## config.mk

```make
export PLATFORM = sky130hd
export DESIGN_NAME = biu_arbiter
export DESIGN_NICKNAME = d
export VERILOG_FILES = /design/src/rtl/biu_arbiter.sv
export SDC_FILE = /design/constraint.sdc
export NUM_CORES = 1
export LEC_CHECK = 0
export CORE_ASPECT_RATIO = 1.4
export CORE_UTILIZATION = 43
export CTS_BUF_LIST = sky130_fd_sc_hd__clkbuf_16
export DETAILED_ROUTE_END_ITERATION = 12
export PLACE_DENSITY = 0.8
export SLEW_MARGIN = 15
export SYNTH_ARGS = -nofsm -noshare
export SYNTH_HDL_FRONTEND = slang
export SYNTH_SLANG_ARGS = --single-unit
export TNS_END_PERCENT = 10
```

## constraint.sdc

```tcl
create_clock -name clk -period 4.07 [get_ports clk]
set_clock_uncertainty 0.15 [all_clocks]
set_input_delay 0.814 -clock clk [delete_from_list [all_inputs] [get_ports clk]]
set_output_delay 0.814 -clock clk [all_outputs]
set_load 0.02 [all_outputs]
```

## src/rtl/biu_arbiter.sv

```systemverilog
// Shares the single 16-bit memory port between instruction prefetch and the EU.
// EU has fixed priority; prefetch is forced in after STARVE back-to-back EU grants.
module biu_arbiter #(
    parameter int unsigned STARVE = 4,
    parameter int unsigned TMO    = 255
) (
    input  logic        clk,
    input  logic        rst,

    input  logic        preq,
    input  logic [19:0] padr,
    output logic        pack,
    output logic [15:0] pdtr,

    input  logic        ereq,
    input  logic        ewe,
    input  logic [1:0]  ebe,
    input  logic [19:0] eadr,
    input  logic [15:0] edto,
    output logic        eack,
    output logic [15:0] edtr,

    output logic        berr,

    output logic        mreq,
    output logic        mwe,
    output logic [1:0]  mbe,
    output logic [19:0] madr,
    output logic [15:0] mdto,
    input  logic        mack,
    input  logic [15:0] mdtr
);

    localparam logic [3:0] STARVE_N = 4'(STARVE);
    localparam logic [7:0] TMO_LAST = 8'(TMO - 1);
    localparam bit         TMO_EN   = (TMO != 0);

    typedef enum logic [1:0] {
        IDLE = 2'd0,
        BUSY = 2'd1,
        RESP = 2'd2
    } state_t;

    state_t      state;
    logic        owner;
    logic [3:0]  scnt;
    logic [7:0]  tcnt;

    logic        grant_p;
    logic        timeout;
    logic [15:0] resp_data;

    always_comb begin
        grant_p   = preq && (!ereq || (scnt == STARVE_N));
        timeout   = TMO_EN && (tcnt == TMO_LAST);
        resp_data = mack ? mdtr : 16'hFFFF;
    end

    always_ff @(posedge clk or posedge rst) begin
        if (rst) begin
            state <= IDLE;
            owner <= 1'b0;
            scnt  <= '0;
            tcnt  <= '0;
            pack  <= 1'b0;
            pdtr  <= '0;
            eack  <= 1'b0;
            edtr  <= '0;
            berr  <= 1'b0;
            mreq  <= 1'b0;
            mwe   <= 1'b0;
            mbe   <= '0;
            madr  <= '0;
            mdto  <= '0;
        end else begin
            pack <= 1'b0;
            pdtr <= '0;
            eack <= 1'b0;
            edtr <= '0;
            berr <= 1'b0;

            case (state)
                IDLE: begin
                    if (ereq || preq) begin
                        owner <= grant_p;
                        // Only a contested EU win counts toward starvation.
                        scnt  <= (ereq && preq && !grant_p) ? scnt + 4'd1 : '0;
                        tcnt  <= '0;
                        mreq  <= 1'b1;
                        madr  <= grant_p ? padr : eadr;
                        mwe   <= grant_p ? 1'b0 : ewe;
                        mbe   <= grant_p ? 2'b11 : ebe;
                        mdto  <= grant_p ? 16'h0000 : edto;
                        state <= BUSY;
                    end
                end

                BUSY: begin
                    if (mack || timeout) begin
                        state <= RESP;
                        mreq  <= 1'b0;
                        berr  <= !mack;
                        if (owner) begin
                            pack <= 1'b1;
                            pdtr <= resp_data;
                        end else begin
                            eack <= 1'b1;
                            edtr <= mwe ? 16'h0000 : resp_data;
                        end
                    end else begin
                        tcnt <= tcnt + 8'd1;
                    end
                end

                RESP: begin
                    tcnt  <= '0;
                    state <= IDLE;
                end

                default: begin
                    mreq  <= 1'b0;
                    state <= IDLE;
                end
            endcase
        end
    end

endmodule

```

### Yosys cells after proc, flatten, opt, wreduce, memory -nomap -nowiden

Index checks and enable logic that the tools add are counted.

| storage, ports and cells | value |
|---|---|
| bits in registers | 90 |
| output and inout bits | 75 |
| word-level logic and storage cells | 69 |
| input port bits | 80 |

| cells by class | value |
|---|---|
| equality and inequality tests | 7 |
| reductions and logical operators | 15 |
| mux-type cells | 30 |
| add/subtract/negate cells | 2 |
| bitwise logic cells | 1 |

Operator list:

| kind | count |
|---|---|
| $mux 16 | 9 |
| $pmux 8 s3 | 1 |
| $mux 20 | 1 |
| $mux 8 | 2 |
| $mux 1 | 11 |
| $add 8x1->8 const B | 1 |
| $eq 8x8->1 const B | 1 |
| $mux 2 | 3 |
| $ne 2x2->1 const B | 3 |
| $reduce_and 3->1 | 2 |
| $add 4x1->4 const B | 1 |
| $eq 4x3->1 const B | 1 |
| $mux 4 | 1 |
| $pmux 2 s2 | 1 |
| $reduce_and 2->1 | 2 |
| $logic_and 1x1->1 | 3 |
| $logic_not 1->1 | 3 |
| $logic_or 1x1->1 | 3 |
| $pmux 1 s3 | 1 |
| $reduce_bool 3->1 | 1 |
| $eq 2x1->1 const B | 1 |
| $eq 2x2->1 const B | 1 |
| $logic_not 2->1 | 1 |
| $not 1->1 | 1 |

### Depth between registers and ports, before layout

Gate-level depths: netlist (run 1).

| depth | value |
|---|---|
| word-level depth | 6 |
| gate-level depth with buffers | 8 |
| mapped depth without buffers | 6 |

### Least setup slack after synthesis (run 1)

Ideal clock, no wire load.

| timing | value |
|---|---|
| kind | input to register |
| from | in mack |
| to | reg tcnt[3] |
| buffers on the path | 1 |
| arrival | 1.869 ns |
| setup slack | 1.969 ns |
| required time | 3.838 ns |
| library setup time | 0.082 ns |
| cell stages on the path | 5 |
| cell sequence | clkbuf_2 -> or3b_1 -> a21oi_1 -> a41oi_1 -> a31oi_1 |

| on the way | value |
|---|---|
| longest elaborated chain between the ends | 3 |

Ends and longest elaborated chain:

| item | RTL line | source |
|---|---|---|
| start, declared | 30 | `input logic mack,` |
| $logic_or 1x1->1 | 99 | `if (mack \|\| timeout) begin` |
| $ne 2x2->1 (no line) | - |  |
| $reduce_and 3->1 (no line) | - |  |
| end signal, assigned | 111 | `tcnt <= tcnt + 8'd1;` |
| end, declared | 47 | `logic [7:0] tcnt;` |

No other way between the ends.
A chain may end at the register's enable or synchronous reset.

### Final worst setup path (run 1)

| timing | value |
|---|---|
| from | in preq |
| to | reg mdto[13] |

| on the way | value |
|---|---|
| longest elaborated chain between the ends | 2 |
| elaborated cells between the ends (all ways) | 4 |
| classes of those cells | mux (1); reduce/logical (3) |

Ends and longest elaborated chain:

| item | RTL line | source |
|---|---|---|
| start, declared | 10 | `input logic preq,` |
| $logic_and 1x1->1 / $logic_or 1x1->1 (equally long branches) | 54, 84 |  |
| $mux 16 / $reduce_and 2->1 (equally long branches) | - |  |
| end signal, assigned | 93 | `mdto <= grant_p ? 16'h0000 : edto;` |
| end, declared | 29 | `output logic [15:0] mdto,` |

Several ways; a longest one is shown, not always the timed one.

==> reports/metrics.yaml, run 1 <==
dpl_cell_area_um2: 5430
rsz0062_at_grt: "no"
synth-warning-count: 0
max_freq_ghz: 0.378
timing_worst_setup_path_type: "input port to flip-flop"
route.final.wire_length_um: 9340
via_count_of_the_first_global_routing_pass: 3302
fin_area_um2: 5710
placementRows: 40
hold_depth: 2
initial_utilization: 0.443
worstPathMaxFanout: 24
post-place-ws_ns: 1.07
final.fill_count: 628
worst-r2r-setup-slack_ns: 1.72
cp.depth: 4
critPathTopFamily: "compound AO/OA/AOI/OAI gates"
dp_hpwl_um: 6770
worst-endpoint-required_ns: 4.13
maxCapViolations: 0
switching_share: 0.362
pin_count: 155
drt_pre_antenna_iters: 4
detail_route.wl_per_cell_um: 15.0
tns_ns: 0
die_w_um: 81.3
power.density_nw_per_um2: 632
layout.cells.most_common_list: "154 x sky130_fd_sc_hd__clkdlybuf4s50_1, 90 x sky130_fd_sc_hd__dfrtp_1, 67 x sky130_fd_sc_hd__nand2_1"
die_h_um: 113
coreArea_um2: 8560
ys_seq_area_frac: 0.594
holdCritPathClass: "flip-flop to flip-flop"
cts.sinks: 90
fin_worst_hold_slack_ns: 0.327
flow.area_growth_from_synthesis_pct: 50.8
grt_first_pass_wirelength_um: 15200
postSynthCellCount: 362
clk_pin_slew_ns: 0.06
grt_max_degree: 42
drt_first_iter_violations: 90
clock_latency_at_the_later_pin_of_the_worst_skew_pair_ns: 0.33
tritoncts: "built"
grt_antenna_before_repair: 0
grt.met2_usage: 0.371
pwr-share-comb: 0.405
run_status: "completed"
h-tree-depth: 3
synth_seq_cells: 90
antenna-diode-count: 0
mappedNetlistNets: 446
final_common_cell: "sky130_fd_sc_hd__clkdlybuf4s50_1"
asyncSetResetFlopFracSynth: 1.00
cts_buffer_depth: 2
post-synth-top-area-fraction: 0.594
p_sw_w: 0.00130
critical_path.n_buffers_inverters: 2
groute.layer.met3.usage: 0.0484
layout-drive-gt1-share: 0.0736
overall_fraction_of_global_route_tracks_in_use: 0.218
crit_slowest_cell: "sky130_fd_sc_hd__a21boi_4"
timing.critical_path.slowest_cell_delay_ns: 0.83
crit_chain: "clkdlybuf4s50_1, a21boi_4, buf_4, o21ai_0"
remaining_drc_errors: 0
num_vias: 3210
rr_startpoint: "scnt[0]$_DFFE_PP0P_"
sequentialPowerShare: 0.375
clockPowerShare: 0.220
min_to: "mdto[15]$_DFFE_PP0P_"
top_usage_layer: "met2"
global_route.overflow_total: 0
synth_top_flop_cell: "sky130_fd_sc_hd__dfrtp_1"
ff2ff_path_depth: 6
slew_violations: 0
port_buffers: 154
arrival_ns: 2.71
drt.antenna.violating_nets: 0
number_of_enable_flip_flop_cells_after_synthesis: 0
combined_area_of_all_synthesized_cells_um2: 3790
power.internal_w: 0.00230
report.final.hold_viol_count: 0
design.die.area_um2: 9200
weighted_congestion_reported_at_the_end_of_routability_driven_placement: 0.864
post-route-min-period_ns: 2.65
cts_root_buffer_type: "sky130_fd_sc_hd__clkbuf_16"
via_per_inst: 5.17
setup_ws_ns: 1.42
cts-buffers-inserted: 9
cp_launch_type: "input port"
static-leakage-power_nw: 2.49
netlist.top_cell.by_area: "sky130_fd_sc_hd__dfrtp_1"
cts_hold_repair.buffers: 0
mapped_avg_cell_area_um2: 10.5
holdCritStartpoint: "mdto[15]$_DFFE_PP0P_"
ys_types: 40
cts_repair_resize_count: 0
remaining_max_slew_budget_at_the_tightest_pin: 0.333
total_power_w: 0.00361
max_slew.worst_pin.slew_ns: 0.998
post_cts_buffers: 0
nNetsFinal: 596
ys_top_cells_by_area: "sky130_fd_sc_hd__dfrtp_1 59%, sky130_fd_sc_hd__nand2_1 6.6%, sky130_fd_sc_hd__o21ai_0 6.3%, sky130_fd_sc_hd__mux2i_1 5.3%, sky130_fd_sc_hd__nor2_4 3.0%"
layout_worst_path_cycle_share: 0.651
power.ir.vdd_worst_v: 0.000356
critPathCaptureType: "flip-flop"
setup_viol: 0
worstReg2RegEnd: "mdto[13]$_DFFE_PP0P_"
groute.layer.met1.usage: 0.245
==> sequential cells by signal, indices dropped and copies added (netlist names) <==
signal / cells
pack: 1
state: 2
tcnt: 8
eack: 1
owner: 1
scnt: 4
mdto: 16
pdtr: 16
mbe: 2
berr: 1
mreq: 1
madr: 20
edtr: 16
mwe: 1
==> kinds of logic after synthesis <==
| logic type | after synthesis | synth area share |
|---|---|---|
| AOI/OAI and AO/OA | 73 | 0.110 |
| DFF | 90 | 0.594 |
| and+or+nand+nor | 146 | 0.193 |
| muxes | 20 | 0.0528 |
| buffers and inverters | 29 | 0.0367 |
| adders and majority gates | 4 | 0.0132 |
==> worst reg2reg max path, cell delays in order (launching register included) <==
cell                       delay (ns)
sky130_fd_sc_hd__dfrtp_1         0.43
sky130_fd_sc_hd__inv_1           0.08
sky130_fd_sc_hd__ha_1            0.14
sky130_fd_sc_hd__nand3b_1        0.15
sky130_fd_sc_hd__a21boi_4        0.81
sky130_fd_sc_hd__buf_4           0.36
sky130_fd_sc_hd__o21ai_0         0.12
==> synthesized netlist by cell type (all sizes together), types with 4 or more instances <==
cell type	instances
buf	6
o21ai	49
inv	8
nor2	38
nand3	8
nor2b	17
ha	4
clkbuf	15
mux2i	20
a21oi	7
dfrtp	90
nand2	67
==> power by group through the flow <==
stage	logic [W]	registers, W	clock network (W)
finish	0.00146	0.00135	0.000795
detailed placement	0.00147	0.00136	0
global route	0.00158	0.00138	0.000852
CTS	0.00147	0.00135	0.000812
global placement	0.00143	0.00135	0
floorplan	0.000503	0.00162	0
==> layer usage <==
layer	vias up	part of all wire	wire length (µm)
li1	1523	-	-
met1	1513	0.38	3600
met2	144	0.51	4780
met3	30	0.068	631
met4	0	0.036	333
met5	-	0	0
==> through the flow <==
stage,std cells,util
after floorplan,362,-
after global placement,606,0.634
after detailed placement,606,0.634
after CTS,621,0.667
after global routing,621,0.667
final,621,0.667
==> how the worst max path moves through the flow <==
stage                     start                   end
final                      preq  mdto[13]$_DFFE_PP0P_
after global routing       preq    mbe[1]$_DFFE_PP0P_
after CTS                  mack   tcnt[3]$_DFFE_PP0P_
after detailed placement   preq   mdto[0]$_DFFE_PP0P_
after global placement     preq   mdto[2]$_DFFE_PP0P_
after floorplan             rst        berr$_DFF_PP0_
==> final cells by class <==
cell class / instances / area, µm² / area share
tap: 105 / 131 / 0.0230
clock inverter: 6 / 60.1 / 0.0105
inverter: 8 / 31.3 / 0.00548
timing repair buffer: 160 / 1590 / 0.278
sequential: 90 / 2250 / 0.394
clock buffer: 9 / 225 / 0.0394
multi-input combinational: 243 / 1430 / 0.250
Note: power is estimated with default switching activity, not from simulation.
==> run 2: changes to the inputs <==
clock period = 2.6 ns   (was 4.07 ns; I/O delays follow)
==> run 2 against run 1 <==
Net effect:
- combinational power rose by 60%
- global-route usage down 0.59 points
- critical endpoint is now edtr[3]$_DFF_PP0_
- sequential share of layout area fell by 0.44 points
- clock power increased by 45%
==> reports/metrics.yaml, run 2 (synthesis results as in run 1) <==
run_status: "completed"
clock_latency_at_the_later_pin_of_the_worst_skew_pair_ns: 0.34  # about the same
grt_antenna_before_repair: 0  # unchanged
power.ir.vdd_worst_v: 0.000790  # +120%
weighted_congestion_reported_at_the_end_of_routability_driven_placement: 0.844  # -2.3%
overall_fraction_of_global_route_tracks_in_use: 0.212  # -0.00586
critPathCaptureType: "flip-flop"
total_power_w: 0.00558  # +55%
timing.critical_path.slowest_cell_delay_ns: 0.68  # -0.15 ns
min_to: "mdto[6]$_DFFE_PP0P_"
largest_register: "madr"
flow.area_growth_from_synthesis_pct: 52.4
post-route-min-period_ns: 2.16
final_common_cell: "sky130_fd_sc_hd__clkdlybuf4s50_1"
holdCritStartpoint: "mdto[6]$_DFFE_PP0P_"
max_freq_ghz: 0.464
clk_pin_slew_ns: 0.06  # about the same
tns_ns: 0  # unchanged
cts_repair_resize_count: 0  # unchanged
rsz0062_at_grt: "no"
setup_viol: 0  # unchanged
drt.antenna.violating_nets: 0  # unchanged
h-tree-depth: 3  # unchanged
global_route.overflow_total: 0  # unchanged
largest_reg_flops: 20  # unchanged
holdCritPathClass: "flip-flop to flip-flop"
initial_utilization: 0.443  # unchanged
grt_max_degree: 54  # +29%
worst-r2r-setup-slack_ns: 0.44  # -1.28 ns
report.final.hold_viol_count: 0  # unchanged
crit_slowest_cell: "sky130_fd_sc_hd__or4_4"
worstReg2RegEnd: "edtr[3]$_DFF_PP0_"
worst-endpoint-required_ns: 2.71  # -1.42 ns
grt_first_pass_wirelength_um: 14700  # -3.2%
hold_depth: 2  # unchanged
layout.cells.most_common_list: "154 x sky130_fd_sc_hd__clkdlybuf4s50_1, 90 x sky130_fd_sc_hd__dfrtp_1, 67 x sky130_fd_sc_hd__nand2_1"
design.die.area_um2: 9200  # unchanged
crit_chain: "inv_1, ha_1, and3_2, a21oi_2, or4_4, nor2_1"
timing_worst_setup_path_type: "flip-flop to flip-flop"
route.final.wire_length_um: 9300  # -0.41%
remaining_drc_errors: 0  # unchanged
remaining_max_slew_budget_at_the_tightest_pin: 0.678  # +0.345
die_h_um: 113  # unchanged
power.density_nw_per_um2: 967  # +53%
cts_root_buffer_type: "sky130_fd_sc_hd__clkbuf_16"
drt_pre_antenna_iters: 4  # unchanged
pin_count: 155  # unchanged
slew_violations: 0  # unchanged
post_cts_buffers: 0  # unchanged
dp_hpwl_um: 6810  # +0.58%
nNetsFinal: 602  # +1.0%
coreArea_um2: 8560  # unchanged
drt_first_iter_violations: 182  # +100%
placed_cells: 612  # +0.99%
cp_launch_type: "flip-flop"
placementRows: 40  # unchanged
worstPathMaxFanout: 16  # -33%
rr_startpoint: "tcnt[0]$_DFFE_PP0P_"
port_buffers: 154  # unchanged
cts_hold_repair.buffers: 0  # unchanged
static-leakage-power_nw: 2.51  # +1.0%
via_count_of_the_first_global_routing_pass: 3142  # -4.8%
cts.sinks: 90  # unchanged
num_vias: 3220  # +0.31%
max_slew.worst_pin.slew_ns: 0.482  # -0.516 ns
final_non_filler_cells: 628  # +1.1%
ff2ff_path_depth: 6  # unchanged
cts_buffer_depth: 2  # unchanged
layout_worst_path_cycle_share: 0.829
antenna-diode-count: 0  # unchanged
via_per_inst: 5.13  # -0.81%
layout-drive-gt1-share: 0.0803  # +0.00666
cts-buffers-inserted: 9  # unchanged
detail_route.wl_per_cell_um: 14.8  # -1.5%
die_w_um: 81.3  # unchanged
arrival_ns: 2.26  # -0.45 ns
tritoncts: "built"
maxCapViolations: 0  # unchanged
[run 2: cell types whose count changed in the layout (fill, tap and decap cells not counted), moves of 2 or more]
cell | before | now
sky130_fd_sc_hd__buf_4 | 6 | 9
sky130_fd_sc_hd__buf_12 | 0 | 3
sky130_fd_sc_hd__clkinv_1 | 0 | 2
sky130_fd_sc_hd__clkinv_2 | 3 | 0
sky130_fd_sc_hd__clkinvlp_4 | 1 | 3
[run 2: per-stage QoR]
step / utilization / hold slack [ns] / area (µm²) / setup slack (ns)
final: 0.675 / 0.328 / 5780 / 0.444
after global routing: 0.675 / 0.357 / 5780 / 0.369
after detailed placement: 0.644 / 0.315 / 5510 / 0.283
after CTS: 0.675 / 0.333 / 5780 / 0.470
after global placement: 0.644 / 0.308 / 5510 / 0.299
after floorplan: - / 0.310 / 3790 / 0.647
[run 2: layout make-up]
cell class / count / area, µm²
timing repair buffer: 166 / 1670
inverter: 8 / 33.8
sequential: 90 / 2250
tap: 105 / 131
clock inverter: 7 / 38.8
multi-input combinational: 243 / 1430
fill: 639 / 2780
clock buffer: 9 / 225
[run 2: how the worst max path moves through the flow]
| stage | from | end | cells past startpoint |
|---|---|---|---|
| after floorplan | tcnt[0]$_DFFE_PP0P_ | edtr[10]$_DFF_PP0_ | 8 |
| after global placement | mack | tcnt[3]$_DFFE_PP0P_ | 5 |
| after detailed placement | mack | tcnt[3]$_DFFE_PP0P_ | 5 |
| after CTS | tcnt[0]$_DFFE_PP0P_ | edtr[3]$_DFF_PP0_ | 6 |
| after global routing | tcnt[0]$_DFFE_PP0P_ | edtr[4]$_DFF_PP0_ | 6 |
| final | tcnt[0]$_DFFE_PP0P_ | edtr[3]$_DFF_PP0_ | 6 |
[run 2: worst max-delay path, delay by kind of cell (launching register included)]
family                     cells  cell delay, ns
adders and majority gates      1            0.20
DFF                            1            0.45
and+or+nand+nor                3            1.08
AOI/OAI and AO/OA              1            0.08
buffers and inverters          1            0.11
[run 2: metal layers]
metal	share of wire	wire, µm	vias to the layer above	GRT usage
met3	0.068	632	24	0.0532
met4	0.027	247	0	0.0905
met5	0	0	-	0
met2	0.52	4880	128	0.368
met1	0.38	3540	1532	0.241
li1	-	-	1536	-
[run 2: where the power goes]
part / total (W) / internal (W) / switching, W
registers: 0.00210 / 0.00183 / 0.000274
clock network: 0.00115 / 0.000635 / 0.000515
logic: 0.00233 / 0.00107 / 0.00126
total: 0.00558 / 0.00354 / 0.00205
==> run 3: changes to the inputs <==
clock period = 2 ns   (was 2.6 ns; I/O delays follow)
==> run 3 against run 2 <==
Net effect:
- largest cell class unchanged
- worst setup slack got worse by 0.38 ns
- flip-flop and latch count is the same
- total power grew 36%
==> reports/metrics.yaml, run 3 (synthesis results as in run 1) <==
clk_pin_slew_ns: 0.06  # about the same
route.final.wire_length_um: 9960  # +7.1%
cp_launch_type: "flip-flop"
dpl_cell_area_um2: 5620  # +2.0%
report.final.hold_viol_count: 0  # unchanged
detail_route.wl_per_cell_um: 15.5  # +4.4%
num_vias: 3292  # +2.2%
worst-r2r-setup-slack_ns: 0.07  # -0.37 ns
layout.cells.most_common_list: "154 x sky130_fd_sc_hd__clkdlybuf4s50_1, 90 x sky130_fd_sc_hd__dfrtp_1, 67 x sky130_fd_sc_hd__nand2_1"
drt.antenna.violating_nets: 0  # unchanged
setup_ws_ns: 0.0635  # -0.380 ns
fin_area_um2: 5990  # +3.7%
nNetsFinal: 618  # +2.7%
power.ir.vdd_worst_v: 0.000896  # +14%
grt_antenna_before_repair: 0  # unchanged
port_buffers: 154  # unchanged
via_per_inst: 5.11  # -0.30%
global_route.overflow_total: 0  # unchanged
post-route-min-period_ns: 1.94
hold_depth: 2  # unchanged
remaining_drc_errors: 0  # unchanged
final_common_cell: "sky130_fd_sc_hd__clkdlybuf4s50_1"
flow.area_growth_from_synthesis_pct: 58.1
worst-endpoint-required_ns: 1.45  # -1.26 ns
critical_path.n_buffers_inverters: 1  # unchanged
max_freq_ghz: 0.516
cts-buffers-inserted: 9  # unchanged
grt_first_pass_wirelength_um: 15500  # +5.6%
dp_hpwl_um: 7110  # +4.5%
weighted_congestion_reported_at_the_end_of_routability_driven_placement: 0.909  # +7.7%
rr_startpoint: "tcnt[0]$_DFFE_PP0P_"
pin_count: 155  # unchanged
setup_viol: 0  # unchanged
tritoncts: "built"
cp.depth: 1  # -5
critPathCaptureType: "output pin"
rsz0062_at_grt: "no"
worstSetupStartpoint: "mwe$_DFFE_PP0P_"
worstReg2RegEnd: "edtr[15]$_DFF_PP0_"
holdCritStartpoint: "mbe[1]$_DFFE_PP0P_"
cts.sinks: 90  # unchanged
fin_worst_hold_slack_ns: 0.327  # -0.000721 ns
die_h_um: 113  # unchanged
worstSetupEndpoint: "mwe"
run_status: "completed"
cts_buffer_depth: 2  # unchanged
static-leakage-power_nw: 2.62  # +4.5%
antenna-diode-count: 0  # unchanged
cts_hold_repair.buffers: 0  # unchanged
crit_chain: "clkdlybuf4s50_1"
maxCapViolations: 0  # unchanged
cts_root_buffer_type: "sky130_fd_sc_hd__clkbuf_16"
coreArea_um2: 8560  # unchanged
crit_slowest_cell: "sky130_fd_sc_hd__clkdlybuf4s50_1"
slew_violations: 0  # unchanged
final.fill_count: 615  # -3.8%
drt_pre_antenna_iters: 4  # unchanged
timing.critical_path.slowest_cell_delay_ns: 0.64  # -0.04 ns
placementRows: 40  # unchanged
clock_latency_at_the_later_pin_of_the_worst_skew_pair_ns: 0.33  # about the same
timing_worst_setup_path_type: "flip-flop to output pin"
layout_worst_path_cycle_share: 0.968
grt_max_degree: 53  # -1.9%
design.die.area_um2: 9200  # unchanged
power.density_nw_per_um2: 1270  # +32%
die_w_um: 81.3  # unchanged
ff2ff_path_depth: 7  # +1
holdCritPathClass: "flip-flop to flip-flop"
remaining_max_slew_budget_at_the_tightest_pin: 0.690  # +0.0122
worstPathMaxFanout: 3  # -13
h-tree-depth: 3  # unchanged
initial_utilization: 0.443  # unchanged
largest_reg_flops: 20  # unchanged
critPathTopFamily: "buffers and inverters"
layout-drive-gt1-share: 0.115  # +0.0347
via_count_of_the_first_global_routing_pass: 3298  # +5.0%
max_slew.worst_pin.slew_ns: 0.465  # -0.0173 ns
drt_first_iter_violations: 175  # -3.8%
arrival_ns: 1.39  # -0.87 ns
largest_register: "madr"
post-place-ws_ns: -0.0364  # -0.319 ns
overall_fraction_of_global_route_tracks_in_use: 0.223  # +0.0110
## run 3: changes by cell type in the layout (fill, tap and decap cells not counted), moves of 2 or more
cell | previous run | this run
sky130_fd_sc_hd__buf_12 | 3 | 5
sky130_fd_sc_hd__buf_4 | 9 | 21
sky130_fd_sc_hd__clkbuf_16 | 9 | 11
sky130_fd_sc_hd__clkinv_1 | 2 | 0
## run 3: area by class of cell
type | count | area [µm²] | area share
Inverter | 8 | 33.8 | 0.00564
Clock inverter | 7 | 70.1 | 0.0117
Timing Repair Buffer | 182 | 1850 | 0.309
Clock buffer | 9 | 225 | 0.0376
Sequential cell | 90 | 2250 | 0.376
Tap cell | 105 | 131 | 0.0219
Multi-Input combinational cell | 243 | 1430 | 0.239
## run 3: timing repair
item	CTS	global route
resized for setup	0	1
buffers inserted	0	1
setup endpoints to repair	0	2
## run 3: routing by layer
layer  track usage  wire length (µm)  up-vias
li1              -                 -     1565
met1         0.256              3870     1591
met2         0.399              5370      124
met3        0.0476               585       12
met4        0.0750               131        0
met5             0                 0        -
## run 3: per-stage QoR
| stage | TNS [ns] | instances | utilization | power [W] |
|---|---|---|---|---|
| after floorplan | 0 | 362 | - | 0.00431 |
| after global placement | -0.0408 | 625 | 0.657 | 0.00585 |
| after detailed placement | -0.175 | 625 | 0.657 | 0.00597 |
| after CTS | 0 | 641 | 0.691 | 0.00764 |
| after global routing | 0 | 644 | 0.700 | 0.00806 |
| final | 0 | 644 | 0.700 | 0.00762 |
## run 3: power by group
group / leakage, nW / switching [W] / internal [W]
clock network: 0.139 / 0.000682 / 0.000964
registers: 1.18 / 0.000338 / 0.00238
logic: 1.30 / 0.00174 / 0.00152
## run 3: worst min path at each step
stage                     slack, ns             endpoint
final                          0.33   mbe[1]$_DFFE_PP0P_
after global routing           0.36  mdto[2]$_DFFE_PP0P_
after CTS                      0.33   mbe[0]$_DFFE_PP0P_
after detailed placement       0.31   mbe[0]$_DFFE_PP0P_
after global placement         0.31   mbe[1]$_DFFE_PP0P_
after floorplan                0.31       eack$_DFF_PP0_
